$ cat src/rtl/cordic_periph_pkg.sv
// Shared definitions for the sine/cosine register front end: register offsets,
// STATUS bit positions and the sequencing states.
package cordic_periph_pkg;

  localparam logic [3:0] ADDR_ARG_SIN = 4'h0;
  localparam logic [3:0] ADDR_ARG_COS = 4'h4;
  localparam logic [3:0] ADDR_RESULT  = 4'h8;
  localparam logic [3:0] ADDR_STATUS  = 4'hC;

  // Same positions are used for STATUS reads and for STATUS write commands.
  localparam int STAT_BUSY = 0;
  localparam int STAT_DONE = 1;
  localparam int STAT_IE   = 2;
  localparam int STAT_OVR  = 3;

  typedef enum logic [1:0] {
    IDLE  = 2'd0,
    START = 2'd1,
    BUSY  = 2'd2
  } state_t;

endpackage

$ cat src/rtl/cordic_periph.sv
// CPU register front end for the FP sine/cosine stage: latches the angle, pulses start,
// captures the result on done, stalls RESULT reads while busy and raises a maskable IRQ.
module cordic_periph
  import cordic_periph_pkg::*;
(
  input  logic        clk,
  input  logic        reset,
  input  logic [3:0]  address,
  input  logic [31:0] data_in,
  input  logic [1:0]  data_write_n,
  input  logic [1:0]  data_read_n,
  output logic [31:0] data_out,
  output logic        data_ready,
  output logic        user_interrupt,
  output logic [31:0] cordic_dataa,
  output logic        cordic_cos,
  output logic        cordic_start,
  output logic        cordic_clk_en,
  input  logic        cordic_done,
  input  logic [31:0] cordic_result
);

  localparam logic [1:0] SEL_ARG_SIN = ADDR_ARG_SIN[3:2];
  localparam logic [1:0] SEL_ARG_COS = ADDR_ARG_COS[3:2];
  localparam logic [1:0] SEL_RESULT  = ADDR_RESULT[3:2];
  localparam logic [1:0] SEL_STATUS  = ADDR_STATUS[3:2];

  state_t      state_q, state_d;
  logic [31:0] arg_q, arg_d;
  logic [31:0] res_q, res_d;
  logic        cos_q, cos_d;
  logic        done_q, done_d;
  logic        ie_q, ie_d;
  logic        ovr_q, ovr_d;
  logic        irq_q;

  logic [1:0]  sel;
  logic        unused_addr_lsb;
  logic        rd_req, wr_any, wr_word;
  logic        busy, arg_wr, status_wr, res_rd, capture;
  logic [31:0] status_word;

  // Low address bits are ignored: a misaligned word write hits the register at [3:2].
  assign sel             = address[3:2];
  assign unused_addr_lsb = ^address[1:0];

  assign rd_req    = (data_read_n != 2'b11);
  assign wr_any    = (data_write_n != 2'b11);
  assign wr_word   = (data_write_n == 2'b10);

  assign busy      = (state_q != IDLE);
  assign arg_wr    = wr_word && ((sel == SEL_ARG_SIN) || (sel == SEL_ARG_COS));
  assign status_wr = wr_any && (sel == SEL_STATUS);
  assign res_rd    = rd_req && (sel == SEL_RESULT) && !busy;
  assign capture   = (state_q == BUSY) && cordic_done;

  always_comb begin
    state_d = state_q;
    arg_d   = arg_q;
    res_d   = res_q;
    cos_d   = cos_q;
    done_d  = done_q;
    ie_d    = ie_q;
    ovr_d   = ovr_q;

    case (state_q)
      IDLE: begin
        if (arg_wr) begin
          state_d = START;
          arg_d   = data_in;
          cos_d   = (sel == SEL_ARG_COS);
        end
      end
      START: state_d = BUSY;
      BUSY: begin
        if (cordic_done) begin
          state_d = IDLE;
          res_d   = cordic_result;
        end
      end
      default: state_d = IDLE;
    endcase

    if (arg_wr && busy) ovr_d = 1'b1;

    if (status_wr) begin
      ie_d = data_in[STAT_IE];
      if (data_in[STAT_OVR])  ovr_d  = 1'b0;
      if (data_in[STAT_DONE]) done_d = 1'b0;
    end

    if (res_rd)  done_d = 1'b0;
    // Capture is applied last so a same-cycle clear cannot lose a completion.
    if (capture) done_d = 1'b1;
  end

  always_ff @(posedge clk) begin
    if (reset) begin
      state_q <= IDLE;
      arg_q   <= 32'h0;
      res_q   <= 32'h0;
      cos_q   <= 1'b0;
      done_q  <= 1'b0;
      ie_q    <= 1'b0;
      ovr_q   <= 1'b0;
      irq_q   <= 1'b0;
    end else begin
      state_q <= state_d;
      arg_q   <= arg_d;
      res_q   <= res_d;
      cos_q   <= cos_d;
      done_q  <= done_d;
      ie_q    <= ie_d;
      ovr_q   <= ovr_d;
      irq_q   <= done_q & ie_q;
    end
  end

  assign status_word = {28'h0, ovr_q, ie_q, done_q, busy};

  always_comb begin
    data_out = 32'h0;
    case (sel)
      SEL_ARG_SIN: data_out = arg_q;
      SEL_ARG_COS: data_out = arg_q;
      SEL_RESULT:  data_out = res_q;
      SEL_STATUS:  data_out = status_word;
      default:     data_out = 32'h0;
    endcase
  end

  assign data_ready     = rd_req && !((sel == SEL_RESULT) && busy);
  assign user_interrupt = irq_q;
  assign cordic_dataa   = arg_q;
  assign cordic_cos     = cos_q;
  assign cordic_start   = (state_q == START);
  assign cordic_clk_en  = 1'b1;

endmodule
$ cat config.mk
export PLATFORM = sky130hd
export DESIGN_NAME = cordic_periph
export DESIGN_NICKNAME = d
export VERILOG_FILES = /design/src/rtl/cordic_periph_pkg.sv /design/src/rtl/cordic_periph.sv
export SDC_FILE = /design/constraint.sdc
export NUM_CORES = 1
export LEC_CHECK = 0
export BUFFER_PORTS_ARGS = -buffer_cell sky130_fd_sc_hd__buf_4
export CORE_ASPECT_RATIO = 1.1
export CORE_MARGIN = 2
export CORE_UTILIZATION = 50
export CTS_BUF_LIST = sky130_fd_sc_hd__clkbuf_8 sky130_fd_sc_hd__clkbuf_16
export DETAILED_ROUTE_END_ITERATION = 8
export PLACE_DENSITY = 0.85
export SLEW_MARGIN = 20
export SYNTH_ARGS = -nofsm -noshare
export SYNTH_HDL_FRONTEND = slang
export SYNTH_SLANG_ARGS = --single-unit
$ cat constraint.sdc
create_clock -name clk -period 2.05 [get_ports clk]
set_input_delay 0.205 -clock clk [delete_from_list [all_inputs] [get_ports clk]]
set_output_delay 0.205 -clock clk [all_outputs]
set_load 0.005 [all_outputs]
== Word-level counts from Yosys, hierarchy flattened ==
Index checks and enable logic that the tools add are counted.

* Reductions and logical operators: 21
* Multiplexer cells: 11
* Equality and inequality tests: 10
* Bitwise gates (word level): 1

{| class="wikitable"
|+ Operator list
! operator !! count
|-
| case mux 32 bit (3 select lines) || 1
|-
| equality test 2 bit (second input constant) || 4
|-
| logical AND 1 bit || 8
|-
| inequality test 2 bit (second input constant) || 4
|-
| AND reduction 2 bit || 4
|-
| 2-to-1 mux 1 bit || 7
|-
| case mux 2 bit (3 select lines) || 1
|-
| nonzero test 3 bit || 2
|-
| equality test 2 x 1 -> 1 bit (second input constant) || 2
|-
| logical NOT 2 bit || 2
|-
| 2-to-1 mux 2 bit || 2
|-
| logical NOT 1 bit || 2
|-
| nonzero test 2 bit || 1
|-
| OR reduction 2 bit || 1
|-
| bitwise AND 1 bit || 1
|-
| logical OR 1 bit || 1
|}

* Bits of input ports: 75
* Bits in registers: 71

== Depth between registers and ports, before layout ==
Gate-level depths: netlist of run 1.

* Depth after elaboration: 7
* Gate-level depth with buffers: 5
* Depth with buffers taken out: 3

== Least setup slack after synthesis of run 1 ==
OpenSTA, ideal clock, no wires.

* Path kind: register to register
* Start point: register state_q[1]
* End point: register cos_q, in the netlist cordic_cos
* Slack: 0.884 ns
* Period minus slack after synthesis: 1.166 ns
* Path buffers: 2
* Setup time: 0.132 ns
* Data arrival time: 1.034 ns
* Required time: 1.918 ns
* Stages on the path, launching flop included: 6
* Cells stage by stage: dfxtp_1 -> or2_1 -> buf_2 -> clkbuf_2 -> o21ai_1 -> a21oi_1

* Longest elaborated chain between the ends: 2

{| class="wikitable"
|+ Ends and longest elaborated chain
! item !! RTL line !! text
|-
| start: declaration || cordic_periph.sv:28 || <nowiki>state_t state_q, state_d;</nowiki>
|-
| start signal: assignment || cordic_periph.sv:108 || <nowiki>state_q <= state_d;</nowiki>
|-
| logical NOT 2 bit || cordic_periph.sv:66 || <nowiki>case (state_q)</nowiki>
|-
| AND reduction 2 bit (no line) || n/a ||
|-
| end signal: assignment || cordic_periph.sv:111 || <nowiki>cos_q <= cos_d;</nowiki>
|-
| end: declaration || cordic_periph.sv:31 || <nowiki>logic cos_q, cos_d;</nowiki>
|}

Every way passes these cells.
A chain may end at the register's enable or synchronous reset.

== Worst setup path in the final report of run 1 ==
* Start point: register state_q[1]
* End point: output port data_out[0]

* Longest elaborated chain between the ends: 2

{| class="wikitable"
|+ Ends and longest elaborated chain
! item !! RTL line !! text
|-
| nonzero test 2 bit || cordic_periph.sv:51 || <nowiki>assign busy = (state_q != IDLE);</nowiki>
|-
| case mux 32 bit (3 select lines) || cordic_periph.sv:123 || <nowiki>case (sel)</nowiki>
|-
| end: declaration || cordic_periph.sv:12 || <nowiki>output logic [31:0] data_out,</nowiki>
|}

Every way passes these cells.

==> qor.txt, run 1 <==
Leakage power -> 1.75 nW
Proportion of synthesized chip area in sequential cells -> 0.451
Worst Hold Path Cells -> 2
Hold_sp -> data_in[3]
Biggest area consumer among synthesized cells -> dfxtp_1
Syn avg cell area -> 7.80 sq um
Reg area -> 0.00142 sq mm
Drt drc -> 0
Maximum level of the CTS H-tree -> 3
Final critical path time including I/O delays and setup -> 1.80 ns
Total overflow reported by the global router -> 0
Worst clock skew on the final layout -> 0.00685 ns
Most used flip-flop cell after synthesis -> dfxtp_1
Post-cts gate resize count -> 0
Maximum capacitance violations -> 0
DRT iter0 DRCs -> 215
Post-synthesis register bit count -> 71
CTS Buf Count -> 9
Period utilisation layout -> 0.877
Via density per instance -> 5.57
Power density over the cells -> 639 mW/mm^2
Routed via count -> 3402
Setup crit end kind -> output pin
Detailed placement HPWL -> 6570 microns
Worst-Margin Slew -> 0.764 ns
Number of failing hold endpoints at the final stage -> 0
Finished Layout Cells -> 611
Setup Slack @ Placement -> 0.479 ns
Net count, final -> 604
Setup Fix Bufs, Post-CTS -> 0
IO Count -> 144
Overall die area -> 0.00696 sq mm
Final antenna-violating net count -> 0
Accumulated negative setup slack -> 0 ns
Maximum vdd ir drop -> 0.000466 V
Via count of the first global-routing pass -> 3197
Largest net degree at the start of global routing -> 72
Worst setup path start -> state_q[1]
Share of post-route cells with drive strength above 1 -> 0.322
Clock Path Buffers -> 2
CTS sink cnt -> 71
Post-synth ARST share -> 0
Wire length of the first global-routing pass -> 14900 microns
Post-detailed-routing wire length -> 9620 microns
Most frequent cells after synthesis -> 95 x nand2_1, 71 x dfxtp_1, 70 x a21oi_1, 33 x nand3_1, 29 x o21ai_1
Number of buffers added to fix hold violations after cts -> 0
Placed cells -> 598
Antenna violations before repair -> 0
Kind of start point of the critical path -> flip-flop
Startpoint-to-endpoint class of the critical path -> flip-flop to output pin
Fin. max-slew vios -> 0
Worst Hold Class -> input port to flip-flop
Area fraction of the dominant cell type after synthesis -> 0.451
Number of unique standard cell types used by synthesis -> 31
Net count after synthesis -> 479
Post-layout worst setup margin -> 0.251 ns
Area of the multi-input gates -> 0.00150 sq mm
Core Box Area -> 0.00612 sq mm
Most frequent cell after synthesis -> nand2_1
Chip Height -> 87.3 microns
Terminating pin of the worst hold path -> ovr_q
Synth-to-Final Area Change -> 38.3%
Clock tree root driver cell -> clkbuf_8
Remaining max-slew budget at the tightest pin -> 0.491
TritonCTS clock tree -> yes
Top fanout value on the critical path -> 10
Status -> finished clean
Most area-consuming cells after synthesis -> dfxtp_1 45%, nand2_1 11%, a21oi_1 11%
Count of flip-flops with a built-in enable after synthesis -> 0
Routed WL per cell -> 15.7 microns
Worst EP arrival -> 1.59 ns
Number of antenna repair diodes -> 0
Filler instances -> 527
Initial standard-cell utilization of the core -> 0.515
Worst flop-to-flop path startpoint -> state_q[1]
Instance count of the mapped netlist -> 404
Fmax -> 556 MHz
Clock Latency Late Sink -> 0.34 ns
Critical R2R Capture -> cordic_dataa[31]
Required time reported for the critical path endpoint -> 1.85 ns
Final setup vio count -> 0
Setup repair after global routing missed its margin -> false
Netlist area before placement -> 0.00315 sq mm
Warning count from the yosys run -> 0
Number of placement rows -> 30
Global Route Usage Sum -> 0.275
Register clock-pin slew on the reported worst setup and hold paths -> 0.07 ns
Number of input and output port buffers inserted -> 140
Hold Worst Slack -> 0.0628 ns
Final RePlAce weighted congestion -> 0.811
Cell depth of the worst flop-to-flop path -> 4
Die width -> 79.7 microns
Drt pass-1 iters -> 5
Final standard cell utilization of the core -> 0.712
Worst reg2reg setup slack -> 0.55 ns
==> power breakdown <==
group	total (mW)	internal (mW)	leakage, nW	switching, mW
sequential	1.43	1.41	0.575	0.0214
combinational	0.365	0.186	1.08	0.179
clock	0.992	0.517	0.0902	0.475
==> worst max-delay path by stage <==
stage	slack, ns	to
finish	0.25	data_out[0]
detailed placement	0.48	done_q
global placement	0.50	done_q
global route	0.16	data_out[0]
CTS	0.22	data_out[0]
floorplan	0.88	cordic_cos
==> logic make-up (layout without fill, tap and decap cells) <==
family	Yosys count	count (layout)	share of synthesized area
AOI/OAI and AO/OA	138	138	0.258
buffers and inverters	43	170	0.0754
DFF	71	71	0.451
muxes	3	3	0.00952
other	1	1	0.00119
and+or+nand+nor	148	148	0.206
==> per-stage QoR <==
step | power [mW] | cell area (sq um)
finish | 2.79 | 4360
CTS | 2.80 | 4360
floorplan | 1.62 | 3150
detailed placement | 1.82 | 4190
global placement | 1.81 | 4190
global route | 2.89 | 4360
==> cell usage in the layout (no fill, tap or decap) <==
| master | netlist | final |
|---|---|---|
| buf_4 | 2 | 155 |
| nand2_1 | 95 | 95 |
| dfxtp_1 | 71 | 71 |
| a21oi_1 | 70 | 70 |
| nand3_1 | 33 | 33 |
| o21ai_1 | 29 | 29 |
| o2bb2ai_1 | 28 | 28 |
| clkbuf_8 | 0 | 12 |
| nor2_1 | 9 | 8 |
| o21ai_0 | 5 | 5 |
| mux2i_1 | 3 | 3 |
| a211oi_1 | 3 | 3 |
| inv_1 | 2 | 2 |
| nor2b_1 | 1 | 1 |
| nor2_2 | 0 | 1 |
| a21o_1 | 1 | 1 |
| o31a_1 | 1 | 1 |
| and3b_1 | 1 | 1 |
| nand3b_1 | 1 | 1 |
| or2_1 | 1 | 1 |
| or3b_1 | 1 | 1 |
| nor3_1 | 1 | 1 |
| nor3b_4 | 1 | 1 |
| nor3b_1 | 1 | 1 |
| and2_1 | 1 | 1 |
| o31ai_1 | 1 | 1 |
| nor4b_1 | 1 | 1 |
| or3b_2 | 1 | 1 |
| conb_1 | 1 | 1 |
| clkinv_2 | 0 | 1 |
==> cell type report <==
cell class              count  area share
multi-input cells         290       0.343
flip-flops and latches     71       0.326
repair buffers            155       0.267
clock buffers              12      0.0379
well taps                  80      0.0230
inverters                   2     0.00172
clock inverters             1     0.00115
==> registers in the layout, indices dropped and copies added, names as in the netlist <==
register and count:
cordic_dataa 32, cordic_cos 1, state_q 2, ie_q 1
user_interrupt 1, res_q 32, ovr_q 1, done_q 1
==> worst max-delay path: stages, from the launching register on <==
cell      delay [ns]
dfxtp_1         0.35
nor2_2          0.46
a211oi_1        0.15
a21o_1          0.17
buf_4           0.13
==> metal layers <==
| metal | track usage | up-vias | part of all wire |
|---|---|---|---|
| met3 | 0.0602 | 23 | 0.080 |
| met4 | 0.122 | 0 | 0.024 |
| met5 | 0 | - | 0 |
| met2 | 0.480 | 161 | 0.50 |
| li1 | - | 1644 | - |
| met1 | 0.321 | 1574 | 0.39 |
No activity file was read; power rests on OpenSTA's default activity.
==> run 2: changes to the inputs <==
--- a/config.mk
+++ b/config.mk
@@ -6,12 +6,11 @@
 export NUM_CORES = 1
 export LEC_CHECK = 0
 export BUFFER_PORTS_ARGS = -buffer_cell sky130_fd_sc_hd__buf_4
-export CORE_ASPECT_RATIO = 1.1
+export CORE_ASPECT_RATIO = 1.25
 export CORE_MARGIN = 2
-export CORE_UTILIZATION = 50
+export CORE_UTILIZATION = 28
 export CTS_BUF_LIST = sky130_fd_sc_hd__clkbuf_8 sky130_fd_sc_hd__clkbuf_16
 export DETAILED_ROUTE_END_ITERATION = 8
-export PLACE_DENSITY = 0.85
 export SLEW_MARGIN = 20
 export SYNTH_ARGS = -nofsm -noshare
 export SYNTH_HDL_FRONTEND = slang
==> run 2 against run 1 <==
  * Die area is 74% higher
  * Via count down 4.0%
  * Worst setup slack better by 0.030 ns
  * Power is 15% higher
  * Largest power group unchanged
  * Highest routed layer unchanged
==> qor.txt, run 2 (synthesis gave the netlist of run 1 again) <==
Clock Latency Late Sink -> 0.32 ns
Power density over the cells -> 704 mW/mm^2
Worst flop-to-flop path startpoint -> state_q[1]
Antenna violations before repair -> 0
Overall die area -> 0.0121 sq mm
IO Count -> 144
Routed WL per cell -> 15.6 microns
Cell with the biggest individual delay on the critical path -> inv_1
Worst setup path start -> address[3]
Cell Chain, Critical Path -> buf_4 -> inv_1 -> buf_4 -> o2bb2ai_1 -> buf_4
CTS Buf Count -> 9
Number of antenna repair diodes -> 0
Final critical path time including I/O delays and setup -> 1.77 ns
Global Route Usage Sum -> 0.170
Core Box Area -> 0.0110 sq mm
Share of post-route cells with drive strength above 1 -> 0.320
Commonest non-fill, non-tap cells in the layout -> 151 x buf_4, 95 x nand2_1, 71 x dfxtp_1, 70 x a21oi_1, 33 x nand3_1
Setup repair after global routing missed its margin -> false
Cell area after placement -> 0.00427 sq mm
Worst Hold Class -> input port to flip-flop
Crit path capture -> data_out[29]
Register clock-pin slew on the reported worst setup and hold paths -> 0.05 ns
TritonCTS clock tree -> yes
Top fanout value on the critical path -> 21
Net count, final -> 602
Kind of start point of the critical path -> input port
Largest net degree at the start of global routing -> 72
Final total power -> 3.19 mW
CTS sink cnt -> 71
Fmax -> 565 MHz
Number of failing hold endpoints at the final stage -> 0
Chip Height -> 123 microns
Drt pass-1 iters -> 6
Synth-to-Final Area Change -> 43.9%
Required time reported for the critical path endpoint -> 1.85 ns
Wire length of the first global-routing pass -> 16000 microns
Status -> finished clean
Initial standard-cell utilization of the core -> 0.286
Number of placement rows -> 43
Detailed placement HPWL -> 7140 microns
Number of buffers added to fix hold violations after cts -> 0
Setup Fix Bufs, Post-CTS -> 0
Worst-Margin Slew -> 0.849 ns
Via density per instance -> 4.90
Worst Hold Path Cells -> 2
Post-detailed-routing wire length -> 10400 microns
Maximum level of the CTS H-tree -> 3
Worst clock skew on the final layout -> 0.00478 ns
Clock tree root driver cell -> clkbuf_16
Die width -> 98.9 microns
Startpoint-to-endpoint class of the critical path -> input port to output pin
Fin. max-slew vios -> 0
Critical R2R Capture -> cordic_dataa[0]
Routed via count -> 3266
Leakage power -> 1.80 nW
DRT iter0 DRCs -> 121
Final setup vio count -> 0
Accumulated negative setup slack -> 0 ns
Clock Path Buffers -> 2
Maximum vdd ir drop -> 0.000367 V
Remaining max-slew budget at the tightest pin -> 0.434
Drt drc -> 0
Cell depth of the worst flop-to-flop path -> 4
Via count of the first global-routing pass -> 3174
Maximum capacitance violations -> 0
Crit-path max cell delay -> 0.63 ns
Setup crit end kind -> output pin
Number of input and output port buffers inserted -> 140
Worst EP arrival -> 1.56 ns
Final RePlAce weighted congestion -> 0.829
Design area -> 0.00454 sq mm
Total overflow reported by the global router -> 0
Cell with the most instances on the worst path -> buf_4
Final antenna-violating net count -> 0
Period utilisation layout -> 0.863
Worst reg2reg setup slack -> 0.57 ns
Post-cts gate resize count -> 0
Most common cell after layout, fill and taps aside -> buf_4
## run 2: changes by cell type in the layout (fill, tap and decap cells not counted), moves of 2 or more
cell,previous run,this run
clkbuf_16,0,9
buf_4,155,151
buf_12,0,2
clkbuf_8,12,1
clkinv_2,1,3
## run 2: per-layer routing
layer  vias up  part of all wire  track usage  routed length (microns)
met1      1509              0.41        0.200                     4270
li1       1642                 -            -                        -
met2       107              0.51        0.299                     5270
met5         -                 0            0                        0
met3         8             0.065       0.0342                      676
met4         0             0.014       0.0736                      145
## run 2: worst min-delay path by stage
stage                from  endpoint
6_report       data_in[3]     ovr_q
5_1_grt        data_in[3]     ovr_q
4_1_cts        data_in[3]     ovr_q
3_5_place_dp   data_in[3]     ovr_q
3_3_place_gp   data_in[3]     ovr_q
2_1_floorplan  data_in[3]     ovr_q
## run 2: cell type report
type / count / area (sq um)
fill: 1123 / 6490
multi-input combinational: 290 / 1500
sequential: 71 / 1420
timing repair buffer: 153 / 1170
clock buffer: 10 / 239
tap: 135 / 169
clock inverter: 5 / 26.3
inverter: 2 / 7.51
## run 2: power by group
part / leakage (nW) / switching (mW) / internal, mW
Combinational: 1.09 / 0.180 / 0.189
Sequential: 0.575 / 0.0222 / 1.41
Clock: 0.135 / 0.559 / 0.833
Total: 1.80 / 0.761 / 2.43
## run 2: worst max-delay path: cells and delay by family
family | cells | cell delay [ns]
AO/OA/AOI/OAI | 1 | 0.14
buffers and inverters | 4 | 1.21
## run 2: per-stage QoR
| stage | instances | hold slack [ns] | worst slack (ns) | util |
|---|---|---|---|---|
| after floorplan | 404 | 0.302 | 0.884 | - |
| after global placement | 651 | 0.416 | 0.325 | 0.387 |
| after detailed placement | 651 | 0.417 | 0.257 | 0.387 |
| after CTS | 666 | 0.0692 | 0.263 | 0.411 |
| after global routing | 666 | 0.0737 | 0.216 | 0.411 |
| final | 666 | 0.0882 | 0.281 | 0.411 |
==> run 3: changes to the inputs <==
--- a/config.mk
+++ b/config.mk
@@ -8,9 +8,10 @@
 export BUFFER_PORTS_ARGS = -buffer_cell sky130_fd_sc_hd__buf_4
 export CORE_ASPECT_RATIO = 1.25
 export CORE_MARGIN = 2
-export CORE_UTILIZATION = 28
+export CORE_UTILIZATION = 50
 export CTS_BUF_LIST = sky130_fd_sc_hd__clkbuf_8 sky130_fd_sc_hd__clkbuf_16
 export DETAILED_ROUTE_END_ITERATION = 8
+export PLACE_DENSITY = 0.85
 export SLEW_MARGIN = 20
 export SYNTH_ARGS = -nofsm -noshare
 export SYNTH_HDL_FRONTEND = slang
==> run 3 against run 2 <==
  * Combinational power down 2%
  * Via count up 3.6%
  * Largest cell class unchanged
  * Final cell count down 7.2%
  * Power down 5.6%
  * Sequential cell count unchanged
  * Non-clock buffer count up 1
  * Largest power group unchanged
  * Cell area down 2.8%
  * Clock skew up 0.0060 ns
  * Clock power down 12%
==> qor.txt, run 3 (synthesis gave the netlist of run 1 again) <==
CTS sink cnt -> 71
Clock Path Buffers -> 2
Synth-to-Final Area Change -> 39.8%
Clock tree root driver cell -> clkbuf_8
Fin. max-slew vios -> 0
Post-layout worst setup margin -> 0.433 ns
Setup repair after global routing missed its margin -> false
Number of failing hold endpoints at the final stage -> 0
Worst reg2reg setup slack -> 0.61 ns
Fmax -> 618 MHz
Accumulated negative setup slack -> 0 ns
Worst Hold Class -> input port to flip-flop
Leakage power -> 1.76 nW
Core Box Area -> 0.00613 sq mm
Final critical path time including I/O delays and setup -> 1.62 ns
Number of antenna repair diodes -> 0
Chip Height -> 92.8 microns
Filler instances -> 508
Top fanout value on the critical path -> 13
Most common cell after layout, fill and taps aside -> buf_4
Total overflow reported by the global router -> 0
Net count, final -> 603
Number of input and output port buffers inserted -> 140
Reg area -> 0.00142 sq mm
Required time reported for the critical path endpoint -> 1.85 ns
Status -> finished clean
Largest net degree at the start of global routing -> 72
Worst EP arrival -> 1.41 ns
Finished Layout Cells -> 618
Via count of the first global-routing pass -> 3248
Period utilisation layout -> 0.789
Maximum vdd ir drop -> 0.000568 V
Global Route Usage Sum -> 0.279
Worst flop-to-flop path startpoint -> state_q[1]
Commonest non-fill, non-tap cells in the layout -> 154 x buf_4, 95 x nand2_1, 71 x dfxtp_1, 70 x a21oi_1, 33 x nand3_1
Overall die area -> 0.00696 sq mm
Worst-Margin Slew -> 0.735 ns
Routed WL per cell -> 15.5 microns
Routed via count -> 3384
IO Count -> 144
Number of placement rows -> 32
Maximum level of the CTS H-tree -> 3
Wire length of the first global-routing pass -> 15000 microns
Post-detailed-routing wire length -> 9550 microns
Maximum capacitance violations -> 0
DRT iter0 DRCs -> 226
Startpoint-to-endpoint class of the critical path -> flip-flop to output pin
Antenna violations before repair -> 0
Post-cts gate resize count -> 0
Setup crit end kind -> output pin
Worst Hold Path Cells -> 2
TritonCTS clock tree -> yes
Drt pass-1 iters -> 4
Final antenna-violating net count -> 0
Power density over the cells -> 684 mW/mm^2
CTS Buf Count -> 9
Hold_sp -> data_in[3]
Final setup vio count -> 0
Worst clock skew on the final layout -> 0.0108 ns
Clock Latency Late Sink -> 0.34 ns
Critical R2R Capture -> ovr_q
Area of the multi-input gates -> 0.00150 sq mm
Die width -> 75.0 microns
Placed cells -> 602
Register clock-pin slew on the reported worst setup and hold paths -> 0.08 ns
Setup Slack @ Placement -> 0.499 ns
Initial standard-cell utilization of the core -> 0.515
Drt drc -> 0
Share of post-route cells with drive strength above 1 -> 0.325
Setup Fix Bufs, Post-CTS -> 0
Final RePlAce weighted congestion -> 0.861
Cell depth of the worst flop-to-flop path -> 4
Kind of start point of the critical path -> flip-flop
Via density per instance -> 5.48
Remaining max-slew budget at the tightest pin -> 0.510
Number of buffers added to fix hold violations after cts -> 0
Detailed placement HPWL -> 6510 microns
Terminating pin of the worst hold path -> ovr_q
==> run 3: worst max path at each step <==
stage               start         end  slack (ns)  cells past startpoint
2_1_floorplan  state_q[1]  cordic_cos        0.88                      5
3_3_place_gp   address[3]  data_ready        0.50                      5
3_5_place_dp   address[3]  data_ready        0.50                      5
4_1_cts        state_q[1]  data_ready        0.42                      4
5_1_grt        state_q[1]  data_ready        0.35                      4
6_report       state_q[1]  data_ready        0.43                      4
==> run 3: final cells by class <==
cell class                 instances  area share
tap                               85      0.0241
clock buffer                       9      0.0281
sequential                        71       0.322
clock inverter                     7      0.0221
timing repair buffer             154       0.262
inverter                           2     0.00170
multi-input combinational        290       0.339
==> run 3: power by group <==
group | total (mW) | switching (mW) | internal (mW)
registers | 1.43 | 0.0216 | 1.41
clock network | 1.22 | 0.538 | 0.686
logic | 0.362 | 0.176 | 0.186
total | 3.02 | 0.736 | 2.28
==> run 3: worst max-delay path: stages (launching register included) <==
cell     delay [ns]
dfxtp_1        0.41
nor2_2         0.10
buf_4          0.20
o31a_1         0.25
buf_4          0.13
==> run 3: stage by stage <==
stage	hold slack, ns	util	area [sq um]	total power, mW
floorplan	0.302	-	3150	1.62
global placement	0.399	0.684	4190	1.81
detailed placement	0.405	0.684	4190	1.82
CTS	0.0361	0.720	4410	3.04
global route	0.0500	0.720	4410	3.12
finish	0.0551	0.720	4410	3.02
==> run 3: metal layers <==
| metal | up-vias | wire, microns | track usage |
|---|---|---|---|
| met5 | - | 0 | 0 |
| met1 | 1591 | 3640 | 0.321 |
| met4 | 0 | 238 | 0.135 |
| met3 | 20 | 578 | 0.0446 |
| met2 | 130 | 5100 | 0.487 |
| li1 | 1643 | - | - |
